`src/rtl/sram_axi_memtest.sv`:
```
// AXI4-Lite memory self-test initiator: writes addr^SEED over [base..last], reads it back,
// and reports pass/fail with an error count and the first failing address.
module sram_axi_memtest #(
  parameter int unsigned ADDR_W = 18,
  parameter int unsigned DATA_W = 16,
  parameter logic [DATA_W-1:0] SEED = DATA_W'(16'hA5C3)
) (
  input  logic                  a_clk,
  input  logic                  a_rst,
  input  logic                  start,
  input  logic [ADDR_W-1:0]     base_addr,
  input  logic [ADDR_W-1:0]     last_addr,
  output logic                  busy,
  output logic                  done,
  output logic                  pass,
  output logic [15:0]           err_count,
  output logic [ADDR_W-1:0]     err_addr,
  output logic                  aw_valid,
  input  logic                  aw_ready,
  output logic [ADDR_W-1:0]     aw_addr,
  output logic                  aw_prot,
  output logic                  w_valid,
  input  logic                  w_ready,
  output logic [DATA_W-1:0]     w_data,
  output logic [DATA_W/8-1:0]   w_strb,
  input  logic                  b_valid,
  output logic                  b_ready,
  input  logic                  b_resp,
  output logic                  ar_valid,
  input  logic                  ar_ready,
  output logic [ADDR_W-1:0]     ar_addr,
  output logic                  ar_prot,
  input  logic                  r_valid,
  output logic                  r_ready,
  input  logic [DATA_W-1:0]     r_data,
  input  logic                  r_resp
);

  typedef enum logic [2:0] {StIdle, StWrReq, StWrResp, StRdReq, StRdResp, StDone} state_e;

  state_e              state_q, state_d;
  logic [ADDR_W-1:0]   cur_q, cur_d, base_q, base_d, end_q, end_d;
  logic                aw_done_q, aw_done_d, w_done_q, w_done_d;
  logic [15:0]         err_cnt_q, err_cnt_d;
  logic [ADDR_W-1:0]   err_addr_q, err_addr_d;
  logic                err_hit, aw_fin, w_fin;

  always_ff @(posedge a_clk) begin
    if (a_rst) begin
      state_q    <= StIdle;
      cur_q      <= '0;
      base_q     <= '0;
      end_q      <= '0;
      aw_done_q  <= 1'b0;
      w_done_q   <= 1'b0;
      err_cnt_q  <= '0;
      err_addr_q <= '0;
    end else begin
      state_q    <= state_d;
      cur_q      <= cur_d;
      base_q     <= base_d;
      end_q      <= end_d;
      aw_done_q  <= aw_done_d;
      w_done_q   <= w_done_d;
      err_cnt_q  <= err_cnt_d;
      err_addr_q <= err_addr_d;
    end
  end

  always_comb begin
    state_d    = state_q;
    cur_d      = cur_q;
    base_d     = base_q;
    end_d      = end_q;
    aw_done_d  = aw_done_q;
    w_done_d   = w_done_q;
    err_cnt_d  = err_cnt_q;
    err_addr_d = err_addr_q;
    err_hit    = 1'b0;
    aw_fin     = 1'b0;
    w_fin      = 1'b0;
    aw_valid   = 1'b0;
    aw_addr    = '0;
    w_valid    = 1'b0;
    w_data     = '0;
    b_ready    = 1'b0;
    ar_valid   = 1'b0;
    ar_addr    = '0;
    r_ready    = 1'b0;

    unique case (state_q)
      StIdle, StDone: begin
        if (start) begin
          cur_d      = base_addr;
          base_d     = base_addr;
          end_d      = last_addr;
          err_cnt_d  = '0;
          err_addr_d = '0;
          aw_done_d  = 1'b0;
          w_done_d   = 1'b0;
          state_d    = StWrReq;
        end
      end
      StWrReq: begin
        // Each channel's valid falls independently once its own handshake completes.
        aw_valid = !aw_done_q;
        w_valid  = !w_done_q;
        aw_addr  = cur_q;
        w_data   = cur_q[DATA_W-1:0] ^ SEED;
        aw_fin   = aw_done_q || aw_ready;
        w_fin    = w_done_q || w_ready;
        if (aw_fin && w_fin) begin
          aw_done_d = 1'b0;
          w_done_d  = 1'b0;
          state_d   = StWrResp;
        end else begin
          aw_done_d = aw_fin;
          w_done_d  = w_fin;
        end
      end
      StWrResp: begin
        b_ready = 1'b1;
        if (b_valid) begin
          err_hit = b_resp;
          if (cur_q == end_q) begin
            cur_d   = base_q;
            state_d = StRdReq;
          end else begin
            cur_d   = cur_q + ADDR_W'(1);
            state_d = StWrReq;
          end
        end
      end
      StRdReq: begin
        ar_valid = 1'b1;
        ar_addr  = cur_q;
        if (ar_ready) state_d = StRdResp;
      end
      StRdResp: begin
        r_ready = 1'b1;
        if (r_valid) begin
          err_hit = r_resp || (r_data != (cur_q[DATA_W-1:0] ^ SEED));
          if (cur_q == end_q) begin
            state_d = StDone;
          end else begin
            cur_d   = cur_q + ADDR_W'(1);
            state_d = StRdReq;
          end
        end
      end
      default: state_d = StIdle;
    endcase

    if (err_hit) begin
      if (err_cnt_q != 16'hFFFF) err_cnt_d = err_cnt_q + 16'd1;
      if (err_cnt_q == 16'd0) err_addr_d = cur_q;
    end
  end

  assign busy      = (state_q != StIdle) && (state_q != StDone);
  assign done      = (state_q == StDone);
  assign pass      = done && (err_cnt_q == 16'd0);
  assign err_count = err_cnt_q;
  assign err_addr  = err_addr_q;
  assign aw_prot   = 1'b0;
  assign ar_prot   = 1'b0;
  assign w_strb    = '1;

endmodule
```
`config.mk`:
```
export PLATFORM = sky130hd
export DESIGN_NAME = sram_axi_memtest
export DESIGN_NICKNAME = d
export VERILOG_FILES = /design/src/rtl/sram_axi_memtest.sv
export SDC_FILE = /design/constraint.sdc
export NUM_CORES = 1
export LEC_CHECK = 0
export ABC_AREA = 1
export BUFFER_PORTS_ARGS = -buffer_cell sky130_fd_sc_hd__clkbuf_2
export CORE_MARGIN = 5
export CORE_UTILIZATION = 59
export CTS_CLUSTER_SIZE = 30
export DETAILED_ROUTE_END_ITERATION = 8
export GPL_TIMING_DRIVEN = 0
export PLACE_DENSITY = 0.95
export SLEW_MARGIN = 20
export SYNTH_ARGS = -nofsm -noshare
export SYNTH_HDL_FRONTEND = slang
export SYNTH_SLANG_ARGS = --single-unit
export TNS_END_PERCENT = 30
```
`constraint.sdc`:
```
create_clock -name a_clk -period 3.2 [get_ports a_clk]
set_clock_uncertainty 0.1 [all_clocks]
set_input_delay 0.96 -clock a_clk [delete_from_list [all_inputs] [get_ports a_clk]]
set_output_delay 0.96 -clock a_clk [all_outputs]
set_load 0.02 [all_outputs]
```
## Word level (Yosys, flattened, before mapping)

Index checks and enable logic that the tools add are counted.

- $add $sub $neg: 2
- Eq/ne operators: 15
- Reductions and logical operators: 18
- Bitwise logic cells: 1
- Muxes and demuxes: 38

Operators with widths:

| cell | number |
|---|---|
| 18-bit 2-to-1 mux | 11 |
| 16-bit 2-to-1 mux | 5 |
| 18-bit one-hot mux with 3 select lines | 1 |
| 18-bit by 1-bit adder with 18-bit output, second input constant | 1 |
| 18-bit equality test | 1 |
| 3-bit 2-to-1 mux | 6 |
| 16-bit by 1-bit adder with 16-bit output, second input constant | 1 |
| 16-bit zero test | 1 |
| 16-bit inequality test | 1 |
| 16-bit inequality test, second input constant | 1 |
| 3-bit one-hot mux with 5 select lines | 1 |
| 2-bit inequality test, second input constant | 6 |
| 1-bit 2-to-1 mux | 10 |
| 5-bit AND reduction | 2 |
| 8-bit NOT | 1 |
| 3-bit by 2-bit equality test with 1-bit output, second input constant | 2 |
| 3-bit equality test, second input constant | 2 |
| 1-bit one-hot mux with 2 select lines | 3 |
| 3-bit nonzero test | 2 |
| 2-bit AND reduction | 2 |
| 3-bit by 1-bit equality test with 1-bit output, second input constant | 1 |
| 1-bit logical AND | 3 |
| 3-bit zero test | 1 |
| 1-bit logical OR | 3 |
| other kinds (5) | 6 |

- Logic and storage cells: 82
- Output and inout port bits: 98
- Register bits after elaboration: 93
- Input port bits: 62

## Depth between registers and ports, before layout

Gate-level depths: netlist of the first run.

- Word-level depth: 6
- Mapped depth: 14
- Depth with buffers taken out: 13

## Least setup slack after synthesis of the first run

OpenSTA, ideal clock, no wires.

- Path kind: reg2out
- From: register state_q[2]
- To: output w_data[2]
- Path buffers: 3
- Cell stages (with the launch flop): 9
- Slack: 0.478 ns
- Arrival: 1.662 ns
- Data required time: 2.140 ns
- Path through: dfxtp_1 > inv_2 > nand2_1 > nor2_1 > inv_1 > clkbuf_1 > clkbuf_1 > nor2_1 > buf_4

- Word-level cells in the longest chain between the ends: 2

Ends and longest elaborated chain:

| item | line | RTL |
|---|---|---|
| from (decl) | 41 | `state_e state_q, state_d;` |
| from (signal assigned) | 50 | `state_q <= StIdle;` |
| from (signal assigned) | 59 | `state_q <= state_d;` |
| 3-bit by 1-bit equality test with 1-bit output | 91 | `unique case (state_q)` |
| 16-bit 2-to-1 mux | 91 |  |
| to (decl) | 24 | `output logic [DATA_W-1:0] w_data,` |

No other way between the ends.

## Worst setup path after layout of the first run

- From: register state_q[2]
- To: output w_data[11]

The elaborated chain is that of the path after synthesis.

==> results of run 1 <==
[cells in the final DEF (no fill, tap or decap), types with 13 or more instances in the layout]
| cell | instances |
|---|---|
| inv_1 | 128 |
| inv_2 | 18 |
| clkbuf_2 | 157 |
| nand4_1 | 35 |
| nand3_1 | 97 |
| nor3_1 | 13 |
| dfxtp_1 | 93 |
| a21oi_1 | 88 |
| buf_2 | 19 |
| nor2_1 | 123 |
| buf_4 | 19 |
| o21ai_0 | 77 |
| clkbuf_1 | 31 |
| nand2_1 | 238 |
| xor2_1 | 15 |
[cell families after synthesis]
| kind of cell | after synthesis |
|---|---|
| adders and majority gates | 3 |
| xor gates and xnor gates | 24 |
| and+or+nand+nor | 547 |
| DFF | 93 |
| other | 2 |
| AOI/OAI and AO/OA | 173 |
| buffers and inverters | 220 |
[routing by layer]
| metal | vias to the layer above | track usage | wire length [um] |
|---|---|---|---|
| met3 | 86 | 0.0661 | 2260 |
| met5 | - | 0 | 0 |
| met1 | 3542 | 0.414 | 8610 |
| met2 | 491 | 0.560 | 10600 |
| li1 | 3716 | - | - |
| met4 | 0 | 0.153 | 995 |
[repair_timing]
| action | CTS | global route |
|---|---|---|
| setup buffers | 2 | 0 |
| gates resized for setup | 6 | 9 |
| setup endpoints to repair | 29 | 12 |
| pin swaps | 0 | 0 |
[flip-flops by register name, summed over array words and instances (netlist names)]
signal     count
aw_done_q      1
end_q         18
err_addr      18
state_q        3
err_count     16
cur_q         18
base_q        18
w_done_q       1
[layout make-up]
| class | count | area, um^2 | area share |
|---|---|---|---|
| repair buffers | 157 | 791 | 0.104 |
| plain buffers | 69 | 368 | 0.0485 |
| multi-input cells | 751 | 3660 | 0.482 |
| clock buffers | 13 | 159 | 0.0209 |
| clock inverters | 1 | 7.51 | 0.000989 |
| flip-flops and latches | 93 | 1860 | 0.245 |
| inverters | 150 | 572 | 0.0753 |
| well taps | 140 | 175 | 0.0231 |
[Yosys cell counts, types with 2 or more instances]
master    number
a211oi_1       2
a21oi_1       88
buf_2         17
buf_4         17
clkbuf_1      33
clkinv_1       2
conb_1         2
dfxtp_1       93
ha_1           3
inv_1        129
inv_2         18
nand2_1      238
nand2_2        5
nand3_1       97
nand3_2       11
nand4_1       35
nand4_2        2
nor2_1       129
nor2_2         4
nor2_4         2
nor2_8         2
nor3_1        13
nor4_1         4
o21ai_0       77
o21ai_1        4
xnor2_1        9
xor2_1        15
[through the flow]
stage / hold slack, ns / util / TNS, ns
floorplan: 0.330 / - / 0
global placement: 0.339 / 0.687 / -1.87
detailed placement: 0.352 / 0.687 / -2.37
CTS: 0.364 / 0.706 / 0
global route: 0.376 / 0.707 / 0
finish: 0.364 / 0.707 / 0
[path summary, 6_finish.rpt]
kind	endpoint	slack [ns]	depth (start not counted)
setup / recovery	w_data[11]	0.09	9
hold / removal	base_q[0]	0.36	2
setup reg to reg	err_count[6]	0.88	12
hold reg to reg	base_q[0]	0.36	2
[power groups by stage]
stage	Combinational, mW	Sequential (mW)	Clock, mW
6_report	1.81	1.41	0.740
3_5_place_dp	1.73	1.43	0
2_1_floorplan	1.23	1.40	0
4_1_cts	1.76	1.40	0.729
3_3_place_gp	1.69	1.42	0
5_1_grt	1.95	1.42	0.769
[worst reg2reg max path, cell delays in order, from the launching register on]
cell	delay (ns)
dfxtp_1	0.31
clkbuf_2	0.16
inv_1	0.24
o21ai_0	0.12
nor2_1	0.09
nand3_1	0.07
nor2_1	0.22
nand3_1	0.13
nand2_2	0.17
nand2_1	0.19
buf_2	0.25
nand2_1	0.09
a21oi_1	0.07
==> impl_metrics.csv, run 1 <==
group,metric,value,unit
hold_path,tightest_hold_check_type,"register to register",
floorplan,core_area,0.0107,mm^2
drt,drt-pass1-iter-count,7,
synth,async_reset_ff_frac,0,
placed_design,dp.cells,1359,
placed_design,dp_worst_setup_slack,-0.341,ns
placed_design,detailed_place.area,0.00739,mm^2
drt,detail_route.wl_per_cell,16.3,um
synth,synth.area.top_cells,"dfxtp_1 29%, nand2_1 14%, nand3_1 7.6%",
finish,syn_to_final_growth,18.1,%
outcome,status,"complete, no violations",
cts,cts_max_path_buffers,2,
timing,timing.fmax,0.322,GHz
synth,muxShareOfSynthArea,0,
finish,drive_above_1_share,0.216,
finish,finalNonFillerCells,1374,
power_and_ir_drop,power_leakage,3.71,nW
worst_setup_path,critPathMaxFanout,10,
power_and_ir_drop,vdd.ir_drop.worst,358,uV
synth,top_flip_flop_cell_by_instance_count_after_synthesis,"dfxtp_1",
power_and_ir_drop,power.sequential.fraction,0.355,
power_and_ir_drop,combPwrFrac,0.457,
cts,clk_latency,0.38,ns
placed_design,port_buffers,155,
power_and_ir_drop,internal_pwr_total,2.16,mW
finish,design_area,0.00759,mm^2
synth,synthDominantCellAreaShare,0.290,
floorplan,cell_rows,38,
synth,synth_xor_xnor_area_share,0.0327,
floorplan,floorplan.initialDensity,0.598,
worst_setup_path,critPathArrivalTime,2.05,ns
drt,drt-initial-drc-count,1074,
synth,netlist_area,0.00643,mm^2
synth,synth_top_family_by_area,"simple AND/OR/NAND/NOR gates",
power_and_ir_drop,clock_power_share,0.187,
timing,rsz0062_at_grt,"false",
synth,yosys_register_bits,93,
global_routing,gr-usage-all-layers,0.335,
synth,synth-edff-count,0,
timing,slew_headroom,0.597,
synth,post_synth_num_cell_types,38,
timing,finalWorstSetupSlack,0.0917,ns
worst_setup_path,rr_startpoint,"cur_q[5]",
power_and_ir_drop,powerDensity,521,mW/mm^2
finish,insertedDiodeCount,0,
worst_setup_path,crit_path_end_kind,"output pin",
timing,post-route-period-util,0.971,
finish,final.fill_count,1001,
placed_design,finalWeightedCongestion,1.03,
power_and_ir_drop,finalPower,3.96,mW
global_routing,total_global_routing_overflow,0,
timing,finalCriticalPeriod,3.11,ns
worst_setup_path,worst-path-buf-inv,6,
cts,ctsRootBufferMaster,"clkbuf_8",
run,max-cap-violations,0,
synth,yosys_warnings,0,
worst_setup_path,worst_path_most_repeated_cell,"buf_4",
drt,drcViolationCount,0,
worst_setup_path,required,2.14,ns
hold_path,timing.hold.worst.start,"base_q[0]",
timing,final-setup-viol-count,0,
synth,synthesis.instances,1062,
power_and_ir_drop,p_sw_frac,0.453,
global_routing,grt_first_pass_wirelength,34.8,mm
worst_setup_path,crit_path_max_incr_delay,0.38,ns
worst_setup_path,crit_start,"state_q[2]",
cts,hold_buffers,0,
global_routing,antenna_found_initial,0,
floorplan,top_level_ports,160,
worst_setup_path,cpMaxStageDelayCell,"dfxtp_1",
cts,cts_inserted_buffers,9,
synth,synth_sequential_area_ratio,0.290,
worst_setup_path,timing.critical_path.from_type,"register",
drt,num_vias,7835,
timing,hold_viol,0,
worst_setup_path,setup.worst_path.class,"register to output pin",
floorplan,floorplan.die_area,0.0131,mm^2
cts,clk_pin_slew_worst_paths,0.09,ns
synth,synth-compound-area-share,0.136,
global_routing,grt_max_degree,14,
global_routing,grt_pass1_vias,6917,
drt,antenna_left,0,
floorplan,dieWidth,114,um
finish,finish.net_count,1296,
power_and_ir_drop,power.net_switching,1.79,mW
cts,tritoncts,"built",
cts,clock_sink_count,93,
floorplan,die_height,114,um
synth,synth_simple_gate_area_frac,0.389,
placed_design,dp_hpwl,17.2,mm
synth,synthAdderAreaFrac,0.00584,
synth,post-synth-top-area-cell,"dfxtp_1",
drt,routed_wl,22.5,mm
timing,worst-slew-pin-transition,0.605,ns
timing,finalMaxSlewViolations,0,
worst_setup_path,timing.critical_path.max_delay_family,"buffers and inverters",
drt,post_drt_via_cell_ratio,5.70,
synth,synthesis.area_per_instance,6.05,um^2
worst_setup_path,timing.critical_path.cells,"inv_2 -> nand2_1 -> nor2_4 -> clkinvlp_4 -> buf_4 -> buf_2 -> nor2_1 -> buf_4 -> clkbuf_2",
cts,cts.htree.levels,3,
Power figures use the tool's default switching activity.
==> inputs of run 2 (changes only) <==
--- a/config.mk
+++ b/config.mk
@@ -8,11 +8,11 @@
 export ABC_AREA = 1
 export BUFFER_PORTS_ARGS = -buffer_cell sky130_fd_sc_hd__clkbuf_2
 export CORE_MARGIN = 5
-export CORE_UTILIZATION = 59
+export CORE_UTILIZATION = 50
 export CTS_CLUSTER_SIZE = 30
 export DETAILED_ROUTE_END_ITERATION = 8
 export GPL_TIMING_DRIVEN = 0
-export PLACE_DENSITY = 0.95
+export PLACE_DENSITY = 0.84
 export SLEW_MARGIN = 20
 export SYNTH_ARGS = -nofsm -noshare
 export SYNTH_HDL_FRONTEND = slang
==> run 2 against run 1 <==
Final cell count grew 2.3%; setup slack worse by 0.019 ns; via count fell by 2.8%; die area rose by 16%; non-clock buffer count decreased by 2; clock-buffer cell count is the same; routed wire length is 0.77% lower; combinational power about the same; first-iteration DRC count decreased by 0.19%; core utilization fell by 9.3 points; critical path type unchanged.
==> impl_metrics.csv, run 2 (same netlist as run 1, synthesis figures left out) <==
group,metric,value,unit
finish,finalCoreUtilization,0.614,
placed_design,finalWeightedCongestion,0.972,
cts,clk_latency,0.36,ns
timing,final-setup-viol-count,0,
global_routing,gr-usage-all-layers,0.291,
drt,drt-initial-drc-count,1072,
worst_setup_path,rr_startpoint,"cur_q[1]",
placed_design,dp_hpwl,16.9,mm
worst_setup_path,timing.critical_path.cells,"inv_2 -> nand2_1 -> nor2_2 -> inv_2 -> buf_2 -> nor2_1 -> buf_4 -> clkbuf_2",
power_and_ir_drop,vdd.ir_drop.worst,334,uV
worst_setup_path,critPathArrivalTime,2.07,ns
timing,finalWorstSetupSlack,0.0729,ns
worst_setup_path,timing.critical_path.from_type,"register",
worst_setup_path,worst_path_most_repeated_cell,"inv_2",
cts,cts.htree.levels,3,
floorplan,floorplan.die_area,0.0152,mm^2
cts,clk_pin_slew_worst_paths,0.07,ns
timing,finalMaxSlewViolations,0,
global_routing,antenna_found_initial,0,
power_and_ir_drop,power_leakage,3.77,nW
drt,drcViolationCount,0,
floorplan,top_level_ports,160,
floorplan,floorplan.initialDensity,0.509,
timing,post-route-period-util,0.977,
timing,worst-slew-pin-transition,0.600,ns
cts,hold_buffers,0,
floorplan,dieWidth,123,um
placed_design,dp_worst_setup_slack,-0.148,ns
floorplan,die_height,123,um
run,max-cap-violations,0,
cts,ctsRootBufferMaster,"clkbuf_16",
worst_setup_path,crit_path_max_incr_delay,0.45,ns
worst_setup_path,setup.worst_path.class,"register to output pin",
worst_setup_path,timing.critical_path.max_delay_family,"buffers and inverters",
finish,multi_input_area,0.00364,mm^2
cts,tritoncts,"built",
drt,antenna_left,0,
global_routing,grt_pass1_vias,6847,
finish,finish.net_count,1294,
worst_setup_path,required,2.14,ns
global_routing,total_global_routing_overflow,0,
finish,mostFrequentLayoutCell,"nand2_1",
worst_setup_path,cpMaxStageDelayCell,"dfxtp_1",
worst_setup_path,critPathMaxFanout,13,
placed_design,detailed_place.area,0.00743,mm^2
finish,regArea,0.00186,mm^2
timing,rsz0062_at_grt,"false",
cts,cts_inserted_buffers,9,
timing,finalCriticalPeriod,3.13,ns
finish,insertedDiodeCount,0,
cts,cts_max_path_buffers,2,
finish,final.fill_count,1245,
global_routing,grt_max_degree,15,
placed_design,port_buffers,155,
finish,layout_common_cells,"238 x nand2_1, 156 x clkbuf_2, 128 x inv_1, 128 x nor2_1, 97 x nand3_1",
drt,post_drt_via_cell_ratio,5.42,
power_and_ir_drop,powerDensity,565,mW/mm^2
finish,design_area,0.00775,mm^2
finish,drive_above_1_share,0.209,
drt,routed_wl,22.3,mm
drt,drt-pass1-iter-count,6,
floorplan,cell_rows,41,
worst_setup_path,crit_path_end_kind,"output pin",
worst_setup_path,worst-path-buf-inv,5,
finish,syn_to_final_growth,20.5,%
hold_path,tightest_hold_check_type,"register to register",
timing,totalNegativeSetupSlack,0,ns
drt,num_vias,7615,
global_routing,grt_first_pass_wirelength,34.8,mm
hold_path,timing.hold.worst.start,"base_q[8]",
cts,clock_sink_count,93,
worst_setup_path,crit_start,"state_q[2]",
outcome,status,"complete, no violations",
timing,timing.fmax,0.320,GHz
floorplan,core_area,0.0126,mm^2
timing,hold_viol,0,
drt,detail_route.wl_per_cell,15.8,um
timing,slew_headroom,0.600,
run 2: cell types whose count changed in the layout (fill, tap and decap cells not counted), moves of 2 or more:
cell,change
clkbuf_8,-10
clkbuf_16,+9
nor2_1,+5
nor2_2,-4
clkbuf_1,+3
buf_4,-2
bufinv_16,+2
clkinvlp_4,-2
run 2: per-stage QoR:
step           power (mW)  hold slack (ns)  instances
2_1_floorplan        2.63            0.330       1064
3_3_place_gp         3.12            0.339       1391
3_5_place_dp         3.15            0.346       1391
4_1_cts              4.33            0.354       1406
5_1_grt              4.58            0.380       1406
6_report             4.37            0.357       1406
run 2: path summary, 6_finish.rpt:
check / slack, ns / cells past startpoint / to
setup / recovery: 0.07 / 8 / w_data[2]
hold / removal: 0.36 / 2 / base_q[8]
setup reg to reg: 0.77 / 11 / cur_q[10]
hold reg to reg: 0.36 / 2 / base_q[8]
run 2: final cells by class:
class / instances / share of cell area
Multi-Input combinational cell: 751 / 0.470
Sequential cell: 93 / 0.240
Timing Repair Buffer: 155 / 0.100
Inverter: 150 / 0.0733
Buffer: 69 / 0.0472
Clock buffer: 13 / 0.0323
Tap cell: 172 / 0.0278
Clock inverter: 3 / 0.00888
run 2: tightest hold or removal path, stage by stage (launching register included):
cell and delay [ns]:
dfxtp_1 0.30, inv_1 0.06, a21oi_1 0.06
run 2: where the power goes:
| part | switching (mW) | internal (mW) | leakage [nW] |
|---|---|---|---|
| clock network | 0.478 | 0.710 | 0.154 |
| registers | 0.106 | 1.30 | 0.762 |
| logic | 1.25 | 0.533 | 2.85 |
run 2: routing by layer:
metal | up-vias | part of all wire | routed length (um) | global-route usage
met5 | - | 0 | 0 | 0
met4 | 0 | 0.027 | 601 | 0.0920
met3 | 58 | 0.097 | 2170 | 0.0595
met2 | 432 | 0.48 | 10600 | 0.480
met1 | 3411 | 0.40 | 8920 | 0.382
li1 | 3714 | - | - | -
run 2: what timing repair did:
action | in CTS | in global routing
endpoints found under the setup margin | 28 | 10
buffers inserted | 0 | 0
pin swaps | 0 | 0
resized for setup | 2 | 2
==> inputs of run 3 (changes only) <==
--- a/config.mk
+++ b/config.mk
@@ -8,11 +8,11 @@
 export ABC_AREA = 1
 export BUFFER_PORTS_ARGS = -buffer_cell sky130_fd_sc_hd__clkbuf_2
 export CORE_MARGIN = 5
-export CORE_UTILIZATION = 50
+export CORE_UTILIZATION = 55
 export CTS_CLUSTER_SIZE = 30
 export DETAILED_ROUTE_END_ITERATION = 8
 export GPL_TIMING_DRIVEN = 0
-export PLACE_DENSITY = 0.84
+export PLACE_DENSITY = 0.9
 export SLEW_MARGIN = 20
 export SYNTH_ARGS = -nofsm -noshare
 export SYNTH_HDL_FRONTEND = slang
==> run 3 against run 2 <==
Die area down 8.4%; routed wire length shrank 1.4%; combinational power about the same; highest routed layer unchanged; total power is 1.8% lower; register-to-register slack worse by 0.02 ns; final cell count shrank 2.1%; largest cell class unchanged; first-iteration DRC count grew 7.1%; clock power fell by 6%; setup slack improved by 0.032 ns.
==> impl_metrics.csv, run 3 (same netlist as run 1, synthesis figures left out) <==
group,metric,value,unit
worst_setup_path,rr_startpoint,"cur_q[5]",
floorplan,top_level_ports,160,
finish,mostFrequentLayoutCell,"nand2_1",
finish,layout_common_cells,"238 x nand2_1, 156 x clkbuf_2, 128 x inv_1, 128 x nor2_1, 97 x nand3_1",
finish,drive_above_1_share,0.212,
worst_setup_path,ff2ff_setup_slack,0.75,ns
hold_path,timing.hold.worst.start,"base_q[8]",
timing,finalMaxSlewViolations,0,
global_routing,total_global_routing_overflow,0,
global_routing,grt_first_pass_wirelength,34.9,mm
drt,post_drt_via_cell_ratio,5.54,
power_and_ir_drop,power_leakage,3.76,nW
cts,clk_latency,0.36,ns
drt,detail_route.wl_per_cell,16.0,um
cts,clock_sink_count,93,
timing,final-setup-viol-count,0,
timing,post-route-period-util,0.967,
cts,cts.htree.levels,3,
finish,syn_to_final_growth,19.8,%
placed_design,finalWeightedCongestion,0.976,
finish,insertedDiodeCount,0,
global_routing,gr-usage-all-layers,0.303,
worst_setup_path,reg2reg_to,"err_addr[11]",
worst_setup_path,timing.critical_path.from_type,"register",
timing,finalWorstSetupSlack,0.105,ns
hold_path,tightest_hold_check_type,"register to register",
global_routing,grt_util_met2,0.506,
floorplan,dieWidth,118,um
worst_setup_path,timing.critical_path.cells,"inv_2 -> nand2_1 -> nor2_2 -> clkinvlp_4 -> buf_2 -> nor2_1 -> buf_4 -> clkbuf_2",
cts,cts_inserted_buffers,9,
cts,ctsRootBufferMaster,"clkbuf_16",
worst_setup_path,crit_path_max_incr_delay,0.37,ns
hold_path,worst_hold_path.endpoint,"base_q[8]",
worst_setup_path,worst-path-buf-inv,5,
floorplan,floorplan.die_area,0.0140,mm^2
timing,hold_viol,0,
timing,rsz0062_at_grt,"false",
drt,drt-initial-drc-count,1148,
worst_setup_path,worstRegToRegCells,12,
global_routing,antenna_found_initial,0,
drt,routed_wl,22.0,mm
cts,cts_max_path_buffers,2,
worst_setup_path,cpMaxStageDelayCell,"dfxtp_1",
floorplan,core_area,0.0114,mm^2
finish,final.fill_count,1076,
worst_setup_path,timing.critical_path.max_delay_family,"buffers and inverters",
finish,finish.net_count,1295,
worst_setup_path,setup.worst_path.class,"register to output pin",
hold_path,min_delay_path_depth,2,
timing,slew_headroom,0.571,
global_routing,grt.met1_usage,0.377,
placed_design,dp_worst_setup_slack,-0.251,ns
power_and_ir_drop,powerDensity,557,mW/mm^2
floorplan,cell_rows,39,
cts,clk_pin_slew_worst_paths,0.07,ns
floorplan,die_height,118,um
global_routing,grt_busiest_layer,"met2",
timing,timing.fmax,0.323,GHz
timing,finalCriticalPeriod,3.10,ns
placed_design,port_buffers,155,
floorplan,floorplan.initialDensity,0.563,
drt,drt-pass1-iter-count,6,
outcome,status,"complete, no violations",
run,max-cap-violations,0,
placed_design,dp_hpwl,16.8,mm
power_and_ir_drop,vdd.ir_drop.worst,354,uV
timing,worst-slew-pin-transition,0.644,ns
drt,antenna_left,0,
global_routing,grt_max_degree,15,
worst_setup_path,crit_path_end_kind,"output pin",
drt,drcViolationCount,0,
worst_setup_path,critPathMaxFanout,10,
worst_setup_path,required,2.14,ns
cts,hold_buffers,0,
cts,tritoncts,"built",
global_routing,grt.met3_usage,0.0476,
finish,finalCoreUtilization,0.675,
global_routing,grt_pass1_vias,6960,
worst_setup_path,critPathArrivalTime,2.04,ns
drt,num_vias,7634,
run 3: cell types whose count changed in the layout (fill, tap and decap cells not counted), sizes merged:
cell,previous run,this run
buf,37,38
clkinvlp,0,2
inv,148,147
clkinv,3,4
clkbuf,200,198
bufinv,2,1
run 3: timing repair:
| action | in CTS | in global routing |
|---|---|---|
| endpoints found under the setup margin | 28 | 3 |
| resized for setup | 3 | 1 |
| setup buffers | 1 | 0 |
run 3: layer usage:
layer | part of all wire | up-vias
li1 | - | 3714
met1 | 0.39 | 3408
met2 | 0.47 | 444
met3 | 0.098 | 68
met4 | 0.041 | 0
met5 | 0 | -
run 3: layout make-up:
class                      instances  area, um^2  share of cell area
timing repair buffer             156         783               0.102
clock inverter                     4        47.5             0.00617
buffer                            69         365              0.0474
multi-input combinational        751        3640               0.473
tap                              143         179              0.0232
clock buffer                      11         253              0.0328
sequential                        93        1860               0.242
inverter                         150         572              0.0742
run 3: worst max-delay path by stage:
stage               startpoint   endpoint  slack [ns]  cells after the start
global route        state_q[2]  w_data[3]        0.02                      8
CTS                 state_q[2]  w_data[2]        0.08                      8
floorplan           state_q[2]  w_data[2]        0.48                      8
detailed placement  state_q[2]  w_data[2]       -0.25                      9
finish              state_q[2]  w_data[2]        0.10                      8
global placement    state_q[2]  w_data[2]       -0.23                      9
run 3: report_power, final:
group | total, mW | internal [mW] | leakage, nW | switching [mW]
clock network | 1.12 | 0.641 | 0.147 | 0.475
registers | 1.40 | 1.30 | 0.762 | 0.103
logic | 1.77 | 0.538 | 2.85 | 1.24
run 3: tightest hold or removal path, delay by kind of cell, from the launching register on:
| kind | cells | cell delay (ns) |
|---|---|---|
| buffers and inverters | 1 | 0.06 |
| AO/OA/AOI/OAI | 1 | 0.05 |
| flip-flops | 1 | 0.30 |
run 3: through the flow:
stage	hold WS [ns]	cell area (um^2)	setup TNS, ns	instances	power, mW
6_report	0.357	7700	0	1377	4.29
5_1_grt	0.378	7700	0	1377	4.50
4_1_cts	0.354	7700	0	1377	4.25
3_5_place_dp	0.345	7390	-1.87	1362	3.14
3_3_place_gp	0.339	7390	-1.52	1362	3.11
2_1_floorplan	0.330	6440	0	1064	2.63
